File: config.mk
export PLATFORM = sky130hd
export DESIGN_NAME = synapse_trace3_flat
export DESIGN_NICKNAME = d
export VERILOG_FILES = /design/src/rtl/snn_pkg.sv /design/src/rtl/synapse_trace3_if.sv /design/src/rtl/synapse_trace_ch.sv /design/src/rtl/synapse_trace3.sv /design/src/flat_wrapper.sv
export SDC_FILE = /design/constraint.sdc
export NUM_CORES = 1
export LEC_CHECK = 0
export BUFFER_PORTS_ARGS = -buffer_cell sky130_fd_sc_hd__buf_2
export CELL_PAD_IN_SITES_DETAIL_PLACEMENT = 1
export CELL_PAD_IN_SITES_GLOBAL_PLACEMENT = 1
export CORE_MARGIN = 2
export CORE_UTILIZATION = 48
export CTS_CLUSTER_SIZE = 25
export DETAILED_ROUTE_END_ITERATION = 8
export HOLD_SLACK_MARGIN = 0.1
export PLACE_DENSITY = 0.95
export SLEW_MARGIN = 20
export SYNTH_ARGS = -nofsm -noshare
export SYNTH_HDL_FRONTEND = slang
export SYNTH_SLANG_ARGS = --single-unit
File: constraint.sdc
create_clock -name clk -period 4.9 [get_ports clk]
set_input_delay 0.98 -clock clk [delete_from_list [all_inputs] [get_ports clk]]
set_output_delay 0.98 -clock clk [all_outputs]
set_load 0.01 [all_outputs]
File: src/rtl/snn_pkg.sv
// Shared constants and helpers for the spiking-neuron front end: widths, frame length,
// write-channel selectors and a saturating adder.
package snn_pkg;

    localparam int SNN_WIDTH = 16;
    localparam int SNN_FRAME = 16;

    localparam logic [1:0] CH0    = 2'd0;
    localparam logic [1:0] CH1    = 2'd1;
    localparam logic [1:0] CH2    = 2'd2;
    localparam logic [1:0] CH_ALL = 2'd3;

    // Add at one extra bit and clamp to all-ones on carry out.
    function automatic logic [SNN_WIDTH-1:0] sat_add(
        input logic [SNN_WIDTH-1:0] a,
        input logic [SNN_WIDTH-1:0] b
    );
        logic [SNN_WIDTH:0] sum;
        sum = {1'b0, a} + {1'b0, b};
        if (sum[SNN_WIDTH]) begin
            return {SNN_WIDTH{1'b1}};
        end else begin
            return sum[SNN_WIDTH-1:0];
        end
    endfunction

endpackage

File: src/rtl/synapse_trace3_if.sv
// Weight-write request bus: valid/ready handshake carrying a channel select and a new weight.
interface synapse_trace3_if #(
    parameter int WIDTH = snn_pkg::SNN_WIDTH
);
    logic             wr_valid;
    logic             wr_ready;
    logic [1:0]       wr_sel;
    logic [WIDTH-1:0] wr_data;

    modport master (output wr_valid, output wr_sel, output wr_data, input  wr_ready);
    modport slave  (input  wr_valid, input  wr_sel, input  wr_data, output wr_ready);
endinterface

File: src/rtl/synapse_trace_ch.sv
// One synapse channel: programmable weight, rising-edge spike detect and a leaky,
// saturating postsynaptic trace.
module synapse_trace_ch
    import snn_pkg::*;
#(
    parameter int               WIDTH       = SNN_WIDTH,
    parameter int               DECAY_SHIFT = 2,
    parameter logic [WIDTH-1:0] WEIGHT_INIT = 16'd13
) (
    input  logic             clk,
    input  logic             reset,
    input  logic             pre_spk,
    input  logic             clear,
    input  logic             decay_tick,
    input  logic             wr_en,
    input  logic [WIDTH-1:0] wr_data,
    output logic [WIDTH-1:0] trace
);

    logic             pre_q_r;
    logic [WIDTH-1:0] weight_r;
    logic [WIDTH-1:0] trace_r;
    logic [WIDTH-1:0] trace_nxt_s;
    logic [WIDTH-1:0] decayed_s;
    logic             event_s;

    assign event_s   = pre_spk & ~pre_q_r;
    // Subtracting a right-shifted copy can never go below zero.
    assign decayed_s = trace_r - (trace_r >> DECAY_SHIFT);
    assign trace     = trace_r;

    // Next trace: clear wins, decay is applied before the weight is added.
    always_comb begin
        trace_nxt_s = trace_r;
        if (clear) begin
            trace_nxt_s = '0;
        end else if (event_s && decay_tick) begin
            trace_nxt_s = sat_add(decayed_s, weight_r);
        end else if (event_s) begin
            trace_nxt_s = sat_add(trace_r, weight_r);
        end else if (decay_tick) begin
            trace_nxt_s = decayed_s;
        end else begin
            trace_nxt_s = trace_r;
        end
    end

    // Channel state; a write lands on the same edge that consumes the old weight.
    always_ff @(posedge clk or posedge reset) begin
        if (reset) begin
            pre_q_r  <= 1'b0;
            weight_r <= WEIGHT_INIT;
            trace_r  <= '0;
        end else begin
            pre_q_r <= pre_spk;
            trace_r <= trace_nxt_s;
            if (wr_en) begin
                weight_r <= wr_data;
            end else begin
                weight_r <= weight_r;
            end
        end
    end

endmodule

File: src/rtl/synapse_trace3.sv
// Three-channel synaptic trace front end for the threshold neuron: frame counter,
// weight-write handshake/decode and three trace channels.
module synapse_trace3
    import snn_pkg::*;
#(
    parameter int WIDTH        = SNN_WIDTH,
    parameter int DECAY_PERIOD = SNN_FRAME,
    parameter int DECAY_SHIFT  = 2,
    parameter int WEIGHT_INIT  = 13
) (
    input  logic             clk,
    input  logic             reset,
    input  logic [2:0]       pre_spk,
    input  logic             clear,
    synapse_trace3_if.slave  wr,
    output logic [WIDTH-1:0] inspk1,
    output logic [WIDTH-1:0] inspk2,
    output logic [WIDTH-1:0] inspk3,
    output logic             frame_tick
);

    localparam int CNT_W = $clog2(DECAY_PERIOD);

    logic [CNT_W-1:0] cnt_r;
    logic             decay_tick_s;
    logic             frame_tick_r;
    logic             wr_ready_r;
    logic             accept_s;
    logic [2:0]       wr_en_s;
    logic [WIDTH-1:0] trace_s [3];

    assign decay_tick_s = (cnt_r == CNT_W'(DECAY_PERIOD - 1));
    assign accept_s     = wr.wr_valid & wr_ready_r;
    assign wr.wr_ready  = wr_ready_r;
    assign frame_tick   = frame_tick_r;
    assign inspk1       = trace_s[0];
    assign inspk2       = trace_s[1];
    assign inspk3       = trace_s[2];

    // Frame counter and its one-clock-late tick output.
    always_ff @(posedge clk or posedge reset) begin
        if (reset) begin
            cnt_r        <= '0;
            frame_tick_r <= 1'b0;
        end else begin
            frame_tick_r <= decay_tick_s;
            if (decay_tick_s) begin
                cnt_r <= '0;
            end else begin
                cnt_r <= cnt_r + CNT_W'(1);
            end
        end
    end

    // Ready drops for exactly one clock after each accept.
    always_ff @(posedge clk or posedge reset) begin
        if (reset) begin
            wr_ready_r <= 1'b1;
        end else if (accept_s) begin
            wr_ready_r <= 1'b0;
        end else begin
            wr_ready_r <= 1'b1;
        end
    end

    // Route an accepted write to its channel, or to all three on broadcast.
    always_comb begin
        wr_en_s = 3'b000;
        for (int i = 0; i < 3; i++) begin
            if (accept_s && ((wr.wr_sel == CH_ALL) || (wr.wr_sel == 2'(i)))) begin
                wr_en_s[i] = 1'b1;
            end else begin
                wr_en_s[i] = 1'b0;
            end
        end
    end

    for (genvar g = 0; g < 3; g++) begin : g_ch
        synapse_trace_ch #(
            .WIDTH       (WIDTH),
            .DECAY_SHIFT (DECAY_SHIFT),
            .WEIGHT_INIT (WIDTH'(WEIGHT_INIT))
        ) u_ch (
            .clk        (clk),
            .reset      (reset),
            .pre_spk    (pre_spk[g]),
            .clear      (clear),
            .decay_tick (decay_tick_s),
            .wr_en      (wr_en_s[g]),
            .wr_data    (wr.wr_data),
            .trace      (trace_s[g])
        );
    end

endmodule

File: src/flat_wrapper.sv
// flat-port wrapper written by rule: the top's interface ports become plain ports
module synapse_trace3_flat import snn_pkg::*;
#(
    parameter int WIDTH        = SNN_WIDTH,
    parameter int DECAY_PERIOD = SNN_FRAME,
    parameter int DECAY_SHIFT  = 2,
    parameter int WEIGHT_INIT  = 13
)
  (clk, reset, pre_spk, clear, inspk1, inspk2, inspk3, frame_tick, wr_wr_valid, wr_wr_sel, wr_wr_data, wr_wr_ready);
  synapse_trace3_if #(.WIDTH(WIDTH)) wr_i ();
  input  logic clk;
  input  logic reset;
  input  logic [2:0] pre_spk;
  input  logic clear;
  output logic [WIDTH-1:0] inspk1;
  output logic [WIDTH-1:0] inspk2;
  output logic [WIDTH-1:0] inspk3;
  output logic frame_tick;
  input wire logic [$bits(wr_i.wr_valid)-1:0] wr_wr_valid;
  input wire logic [$bits(wr_i.wr_sel)-1:0] wr_wr_sel;
  input wire logic [$bits(wr_i.wr_data)-1:0] wr_wr_data;
  output wire logic [$bits(wr_i.wr_ready)-1:0] wr_wr_ready;
  assign wr_i.wr_valid = wr_wr_valid;
  assign wr_i.wr_sel = wr_wr_sel;
  assign wr_i.wr_data = wr_wr_data;
  assign wr_wr_ready = wr_i.wr_ready;
  synapse_trace3 #(.WIDTH(WIDTH), .DECAY_PERIOD(DECAY_PERIOD), .DECAY_SHIFT(DECAY_SHIFT), .WEIGHT_INIT(WEIGHT_INIT)) u_core (.clk(clk), .reset(reset), .pre_spk(pre_spk), .clear(clear), .wr(wr_i), .inspk1(inspk1), .inspk2(inspk2), .inspk3(inspk3), .frame_tick(frame_tick));
endmodule
# Yosys cells after proc, flatten, opt, wreduce, memory -nomap -nowiden
# Cells that the tools add are included.
[word_totals]
word_cells = 69
inputBits = 25
register_bits = 105
[classes]
bitwise = 7
muxes = 23
addsub = 10
n_eq_ne = 4
n_reduce_logical = 13
[ops]
columns = ["cell", "n"]
rows = [
  ["$mux W16", 18],
  ["$add A16 B16 Y17", 6],
  ["$sub A16 B14 Y16", 3],
  ["$reduce_bool A4 Y1", 3],
  ["$logic_and A1 B1 Y1", 6],
  ["$add A4 B1 Y4 const B", 1],
  ["$and A1 B1 Y1", 4],
  ["$eq A2 B2 Y1 const B", 2],
  ["$eq A4 B4 Y1 const B", 1],
  ["$mux W1", 4],
  ["$mux W4", 1],
  ["$logic_or A1 B1 Y1", 3],
  ["$not A1 Y1", 3],
  ["$eq A2 B1 Y1 const B", 1],
  ["$logic_not A2 Y1", 1],
]

# Depth between registers and ports, before layout
# Gate-level depths: netlist of run 1.
[depth]
word_depth = 5
depth_mapped = 19

# By module
# Synthesis of run 1 repeated with hierarchy kept, for this count alone.
[hier_totals]
hier_cells = 1288
hier_area_um2 = 11128.2
[modules_own_cells]
columns = ["module", "cells_each", "area_each_um2", "instances"]
rows = [
  ["synapse_trace_ch (u_core.g_ch[1].u_ch)", 436, 3734.8, 1],
  ["synapse_trace_ch (u_core.g_ch[0].u_ch)", 413, 3584.7, 1],
  ["synapse_trace_ch (u_core.g_ch[2].u_ch)", 412, 3514.6, 1],
  ["synapse_trace3", 27, 294.0, 1],
]

# Least setup slack after synthesis of run 1
# Ideal clock, no wire load.
[synth_path]
path_type = "register to register"
startpoint = "register u_core.g_ch[2].u_ch.trace_r[3]"
endpoint = "register u_core.g_ch[2].u_ch.trace_r[13]"
period_less_slack_ns = 4.282
arrival_ns = 4.160
path_stages_with_launch = 17
slack_ns = 0.618
cell_sequence = "dfrtp_1 -> inv_1 -> ha_1 -> nor2b_1 -> o31ai_1 -> a211oi_1 -> o221ai_1 -> o21ai_0 -> a211o_1 -> xnor2_1 -> ha_1 -> or3_1 -> or3_1 -> a31oi_2 -> nor2_2 -> or4_1 -> a32o_1"
[synth_between]
elab_chain_len = 5
word_cells_on_any_way = 9
classes_between = "add/sub (3); mux (6)"
[synth_lines]
columns = ["element", "line", "rtl"]
rows = [
  ["start, declared", "synapse_trace_ch.sv:22", "logic [WIDTH-1:0] trace_r;"],
  ["start signal, assigned", "synapse_trace_ch.sv:56", "trace_r <= trace_nxt_s;"],
  ["$sub A16 B14 Y16 or $add A16 B16 Y17 (tied branches)", "synapse_trace_ch.sv:29, snn_pkg.sv:19", ""],
  ["$add A16 B16 Y17 (tied with other cells)", "snn_pkg.sv:19", "sum = {1'b0, a} + {1'b0, b};"],
  ["$mux W16 (on tied branches)", "snn_pkg.sv:20, synapse_trace_ch.sv:39", ""],
  ["$mux W16 (*)", "synapse_trace_ch.sv:37", "end else if (event_s && decay_tick) begin"],
  ["$mux W16 (*)", "synapse_trace_ch.sv:35", "if (clear) begin"],
]
# Every way passes the cells marked *; elsewhere a longest branch is shown, timed or not. The select of a mux whose other input is x is not followed.
# A chain may end at the register's enable or synchronous reset.

# Worst setup path in the final report of run 1
[layout_path]
startpoint = "register u_core.g_ch[2].u_ch.trace_r[2]"
endpoint = "register u_core.g_ch[2].u_ch.trace_r[13]"
# Same word-level chain as after synthesis.

==> run metrics, run 1 <==
status completed; worst slew pin tran 1020 ps; full die area 24000 um2; WP data required 5160 ps; Fmax 0.214 GHz; pins over their slew limit 0; number of I/O port buffers 74; Via Count 10700; number of synthesized register bits 105; gr usage total 31.3%; Worst setup EP type register; drt wl/cell 22.7 um; unrepaired setup endpoints after global routing false; Worst setup SP type register; largest net degree at the start of global routing 51; n_diodes 0; RD Place Congestion 0.963; Total Nets Final 1532; via density per instance 6.53; Synthesized Nets 1456; Post-Route WL 37300 um; Ports 75; most common cell in the netlist ha_1; Hold Violations, Final 0; Max clock buf depth 2; residual overflow from global routing 0; H-tree levels 3; clock slew at reported path FFs 80 ps; max-cap violations 0; Crit Path Category reg -> reg; FFs w/ async S/R, synth 100%; CTS tree built; Hold Path Class reg -> reg; Core Area 22500 um2; min Tclk post-route 4670 ps; FP Rows 55; Slew Limit Headroom 31.7%; Die H 155 um; first drt pass iteration count 5; top post-synthesis cells by area dfrtp_1, ha_1, xnor2_1, mux2_2, a21oi_1; Netlist Area Pre-Place 10900 um2; CP Data Arrival Time 4940 ps; number of library cell types mapped by synthesis 73; Initial DRC Count 687; vias in the first global route 11500; post-CTS setup buffers 0; synth warn 0; top cells by count, synth ha_1, a21oi_1, nor2_1; Syn Area/Cell 8.52 um2; Worst-Skew Late Latency 370 ps; setup violators final 0; area grow syn2layout 9.74%; Post-synth EDFFs 0; die width 155 um; post-detail-place hpwl 28500 um; setup_tns 0 ps; clk sinks 105; total CTS buffers 9; Mapped Cells 1280; share of cells above drive strength 1 13.8%; Residual DRC 0; global-route wire length before repair 60300 um; Main synth FF type dfrtp_1; root buf cell clkbuf_16; largest fanout on the critical path 7; Initial Utilization 48.5%; period utilization 95.4%; antenna-violating nets left 0; Clock Skew 10.2 ps; Seq/Total Area, Yosys 24.2%; cell taking the most area after synthesis dfrtp_1; initial antenna violation count 1; share of the synthesized area in the top cell type 21.8%; # hold bufs at CTS 0
==> through the flow <==
step                      instance area, um2  utilization [%]  hold WS (ps)  std cells  setup WS, ps
after detailed placement               11700             51.9           474       1630           256
final                                  12000             53.2           497       1646           228
after floorplan                        10900                -           455       1280           618
after global placement                 11700             51.9           456       1630           446
after CTS                              12000             53.1           493       1646           238
after global routing                   12000             53.2           512       1646          24.3
==> final timing paths <==
check / start / end / slack, ps / cells past startpoint
max in group asynchronous: reset / u_core.g_ch[1].u_ch.trace[12]$_DFFE_PP0P_ / 3200 / 3
setup reg to reg: u_core.g_ch[2].u_ch.trace[2]$_DFFE_PP0P_ / u_core.g_ch[2].u_ch.trace[13]$_DFFE_PP0P_ / 230 / 16
setup / recovery: u_core.g_ch[2].u_ch.trace[2]$_DFFE_PP0P_ / u_core.g_ch[2].u_ch.trace[13]$_DFFE_PP0P_ / 230 / 16
hold reg to reg: u_core.wr.wr_ready$_DFF_PP1_ / u_core.wr.wr_ready$_DFF_PP1_ / 500 / 1
hold / removal: u_core.wr.wr_ready$_DFF_PP1_ / u_core.wr.wr_ready$_DFF_PP1_ / 500 / 1
min in group asynchronous: reset / u_core.g_ch[2].u_ch.trace[13]$_DFFE_PP0P_ / 640 / 2
==> per-layer routing <==
metal,global-route usage [%],part of all wire [%],vias up
met5,0,0.035,-
li1,-,-,4895
met3,4.51,5.1,125
met2,56.6,51,367
met1,37.1,40,5352
met4,13.3,4.0,2
==> repair_timing <==
action                     CTS  global route
setup endpoints to repair    0             8
resized for setup            0             4
hold endpoints to repair     0             0
==> registers in the layout, summed over array words and instances, names as in the netlist <==
signal                     cells
u_core.g_ch.u_ch.weight_r     48
u_core.cnt_r                   4
u_core.g_ch.u_ch.pre_q_r       3
u_core.wr.wr_ready             1
u_core.g_ch.u_ch.trace        48
u_core.frame_tick              1
==> cells in the final DEF (no fill, tap or decap), types with 19 or more instances in the layout <==
master,count
nor2_1,98
a211oi_1,19
dfrtp_1,95
o21a_1,30
o21ai_0,92
nor2b_1,20
ha_1,142
nand2_1,83
a21o_1,39
inv_1,88
xor2_1,22
buf_2,74
nor3_1,28
xnor2_1,77
o221ai_1,37
a21oi_1,101
mux2_2,48
==> worst max-delay path, cell delays in order (launching register included) <==
cell       delay (ps)
dfrtp_1           450
ha_1              370
nor2b_1           170
o31a_1            280
o31a_1            300
o2111ai_1         300
a21oi_1           140
or3_1             340
and2_1            190
ha_1              290
a21oi_1           220
nor2_1            100
or3_1             340
a31oi_2           190
nor2_2             70
or4_1             540
a32o_1            270
==> cells by family after synthesis <==
| kind of cell | share of synthesized area (%) |
|---|---|
| AOI/OAI and AO/OA | 26.3 |
| and+or+nand+nor | 14.3 |
| adders and majority gates | 17.9 |
| buffers and inverters | 3.93 |
| DFF | 24.2 |
| xor gates and xnor gates | 7.95 |
| muxes | 5.41 |
==> layout make-up <==
type                    count  area (um2)
clock buffers              12         236
clock inverters             4        45.0
fillers                  2716       10500
inverters                  89         337
multi-input cells        1061        7870
flip-flops and latches    105        2640
well taps                 285         357
repair buffers             90         490
Power of run 1 is not shown: default switching activity piles up to over one toggle a cycle in this logic, so the estimate is an artifact.
==> run 2, diff against run 1 <==
Settings changed: HOLD_SLACK_MARGIN 0.1 to 0.12, MAX_ROUTING_LAYER set to met4.
==> run metrics, run 2 (synthesized netlist as in run 1, its figures left out) <==
status completed; WP data required 5180 ps (+20 ps); Worst setup SP type register; Die H 155 um (unchanged); capture point of the worst path u_core.g_ch[0].u_ch.trace[11]$_DFFE_PP0P_; largest fanout on the critical path 16 (+9); largest net degree at the start of global routing 57 (+12%); Via Count 10700 (-0.66%); Fmax 0.216 GHz (+1.0%); CTS tree built; Max clock buf depth 2 (unchanged); root buf cell clkbuf_16; total CTS buffers 9 (unchanged); vias in the first global route 11600 (+0.74%); RD Place Congestion 0.914 (-5.1%); gr usage total 31.9% (+0.59 points); max-cap violations 0 (unchanged); post-CTS setup buffers 0 (unchanged); first drt pass iteration count 5 (unchanged); Hold Path Class reg -> reg; dpl cells 1629 (-0.061%); pins over their slew limit 0 (unchanged); post-detail-place hpwl 28600 um (+0.16%); via density per instance 6.49 (-0.60%); clk sinks 105 (unchanged); unrepaired setup endpoints after global routing false; Final WS setup 275 ps (+47.8 ps); pre-CTS setup slack 315 ps (+59.3 ps); Worst setup EP type register; RR Startpoint u_core.g_ch[0].u_ch.trace[2]$_DFFE_PP0P_; reg2reg setup slack 280 ps (+50 ps); Initial Utilization 48.5% (unchanged); full die area 24000 um2 (unchanged); Post-Route WL 37000 um (-0.87%); depth of the most critical reg-to-reg path 17 (+1); Crit Reg-Reg Endpoint u_core.g_ch[0].u_ch.trace[11]$_DFFE_PP0P_; H-tree levels 3 (unchanged); FP Rows 55 (unchanged); Hold Violations, Final 0 (unchanged); residual overflow from global routing 0 (unchanged); # hold bufs at CTS 0 (unchanged); most frequent cells in the layout ha_1, a21oi_1, nor2_1; drt wl/cell 22.5 um (-0.81%); Crit. Startpoint u_core.g_ch[0].u_ch.trace[2]$_DFFE_PP0P_; initial antenna violation count 0 (-1); final instance area 12000 um2 (+0.15%); Crit Path Category reg -> reg; Slew Limit Headroom 32.6% (+0.99 points); antenna-violating nets left 0 (unchanged); Core Area 22500 um2 (unchanged); Total Nets Final 1531 (-0.065%); CP Data Arrival Time 4910 ps (-30 ps); setup_tns 0 ps (unchanged); share of cells above drive strength 1 13.8% (about the same); Clock Skew 9.78 ps (-0.383 ps); commonest non-fill, non-tap cell in the layout ha_1; die width 155 um (unchanged); Residual DRC 0 (unchanged); global-route wire length before repair 59600 um (-1.1%); setup violators final 0 (unchanged); clock slew at reported path FFs 80 ps (about the same); min Tclk post-route 4620 ps (-47.8 ps); Initial DRC Count 611 (-11%); final cell count without fillers 1645 (-0.061%); n_diodes 0 (unchanged); period utilization 94.4% (-0.98 points); number of I/O port buffers 74 (unchanged); worst slew pin tran 1010 ps (-10.8 ps); Post-DP Area 11700 um2 (about the same); Ports 75 (unchanged); Worst-Skew Late Latency 380 ps (about the same); area grow syn2layout 9.90%
## run 2: critical path, stage by stage, from the launching register on
cell and delay, ps:
dfrtp_1 450, ha_1 240, fa_1 420, nor2b_1 140
o21a_1 130, o21ai_0 130, a21oi_1 450, a21oi_1 200
xnor2_1 330, ha_1 310, a21o_1 140, a21oi_1 70
o21ai_0 210, a311oi_1 90, o21bai_1 230, a31o_2 480
o221ai_1 220, o21ai_0 260
## run 2: final cells by class
| cell class | count | area (um2) |
|---|---|---|
| fill | 2731 | 10500 |
| sequential | 105 | 2640 |
| inverter | 89 | 337 |
| tap | 285 | 357 |
| multi-input combinational | 1061 | 7860 |
| clock buffer | 10 | 239 |
| clock inverter | 6 | 72.6 |
| timing repair buffer | 89 | 483 |
## run 2: worst min path at each step
stage	cells after the start	to	start	slack, ps
after floorplan	1	u_core.cnt_r[0]$_DFF_PP0_	u_core.cnt_r[0]$_DFF_PP0_	450
after global placement	1	u_core.wr.wr_ready$_DFF_PP1_	u_core.wr.wr_ready$_DFF_PP1_	460
after detailed placement	1	u_core.wr.wr_ready$_DFF_PP1_	u_core.wr.wr_ready$_DFF_PP1_	480
after CTS	1	u_core.wr.wr_ready$_DFF_PP1_	u_core.wr.wr_ready$_DFF_PP1_	510
after global routing	1	u_core.wr.wr_ready$_DFF_PP1_	u_core.wr.wr_ready$_DFF_PP1_	520
final	1	u_core.wr.wr_ready$_DFF_PP1_	u_core.wr.wr_ready$_DFF_PP1_	510
## run 2: repair_timing
item,in CTS,in global routing
setup endpoints to repair,0,1
endpoints found under the hold margin,0,0
gates resized for setup,0,1
## run 2: stage by stage
| stage | hold WS, ps | utilization [%] |
|---|---|---|
| floorplan | 455 | - |
| global placement | 458 | 51.9 |
| detailed placement | 482 | 51.9 |
| CTS | 506 | 53.2 |
| global route | 522 | 53.3 |
| finish | 512 | 53.3 |
## run 2: layer usage
metal / vias up / GRT usage (%) / part of all wire [%]
met5: - / - / 0
met4: 0 / 15.2 / 4.8
met3: 135 / 4.03 / 5.0
met2: 369 / 54.7 / 49
met1: 5270 / 37.2 / 41
li1: 4896 / - / -
Power of run 2 is left out for the same reason.
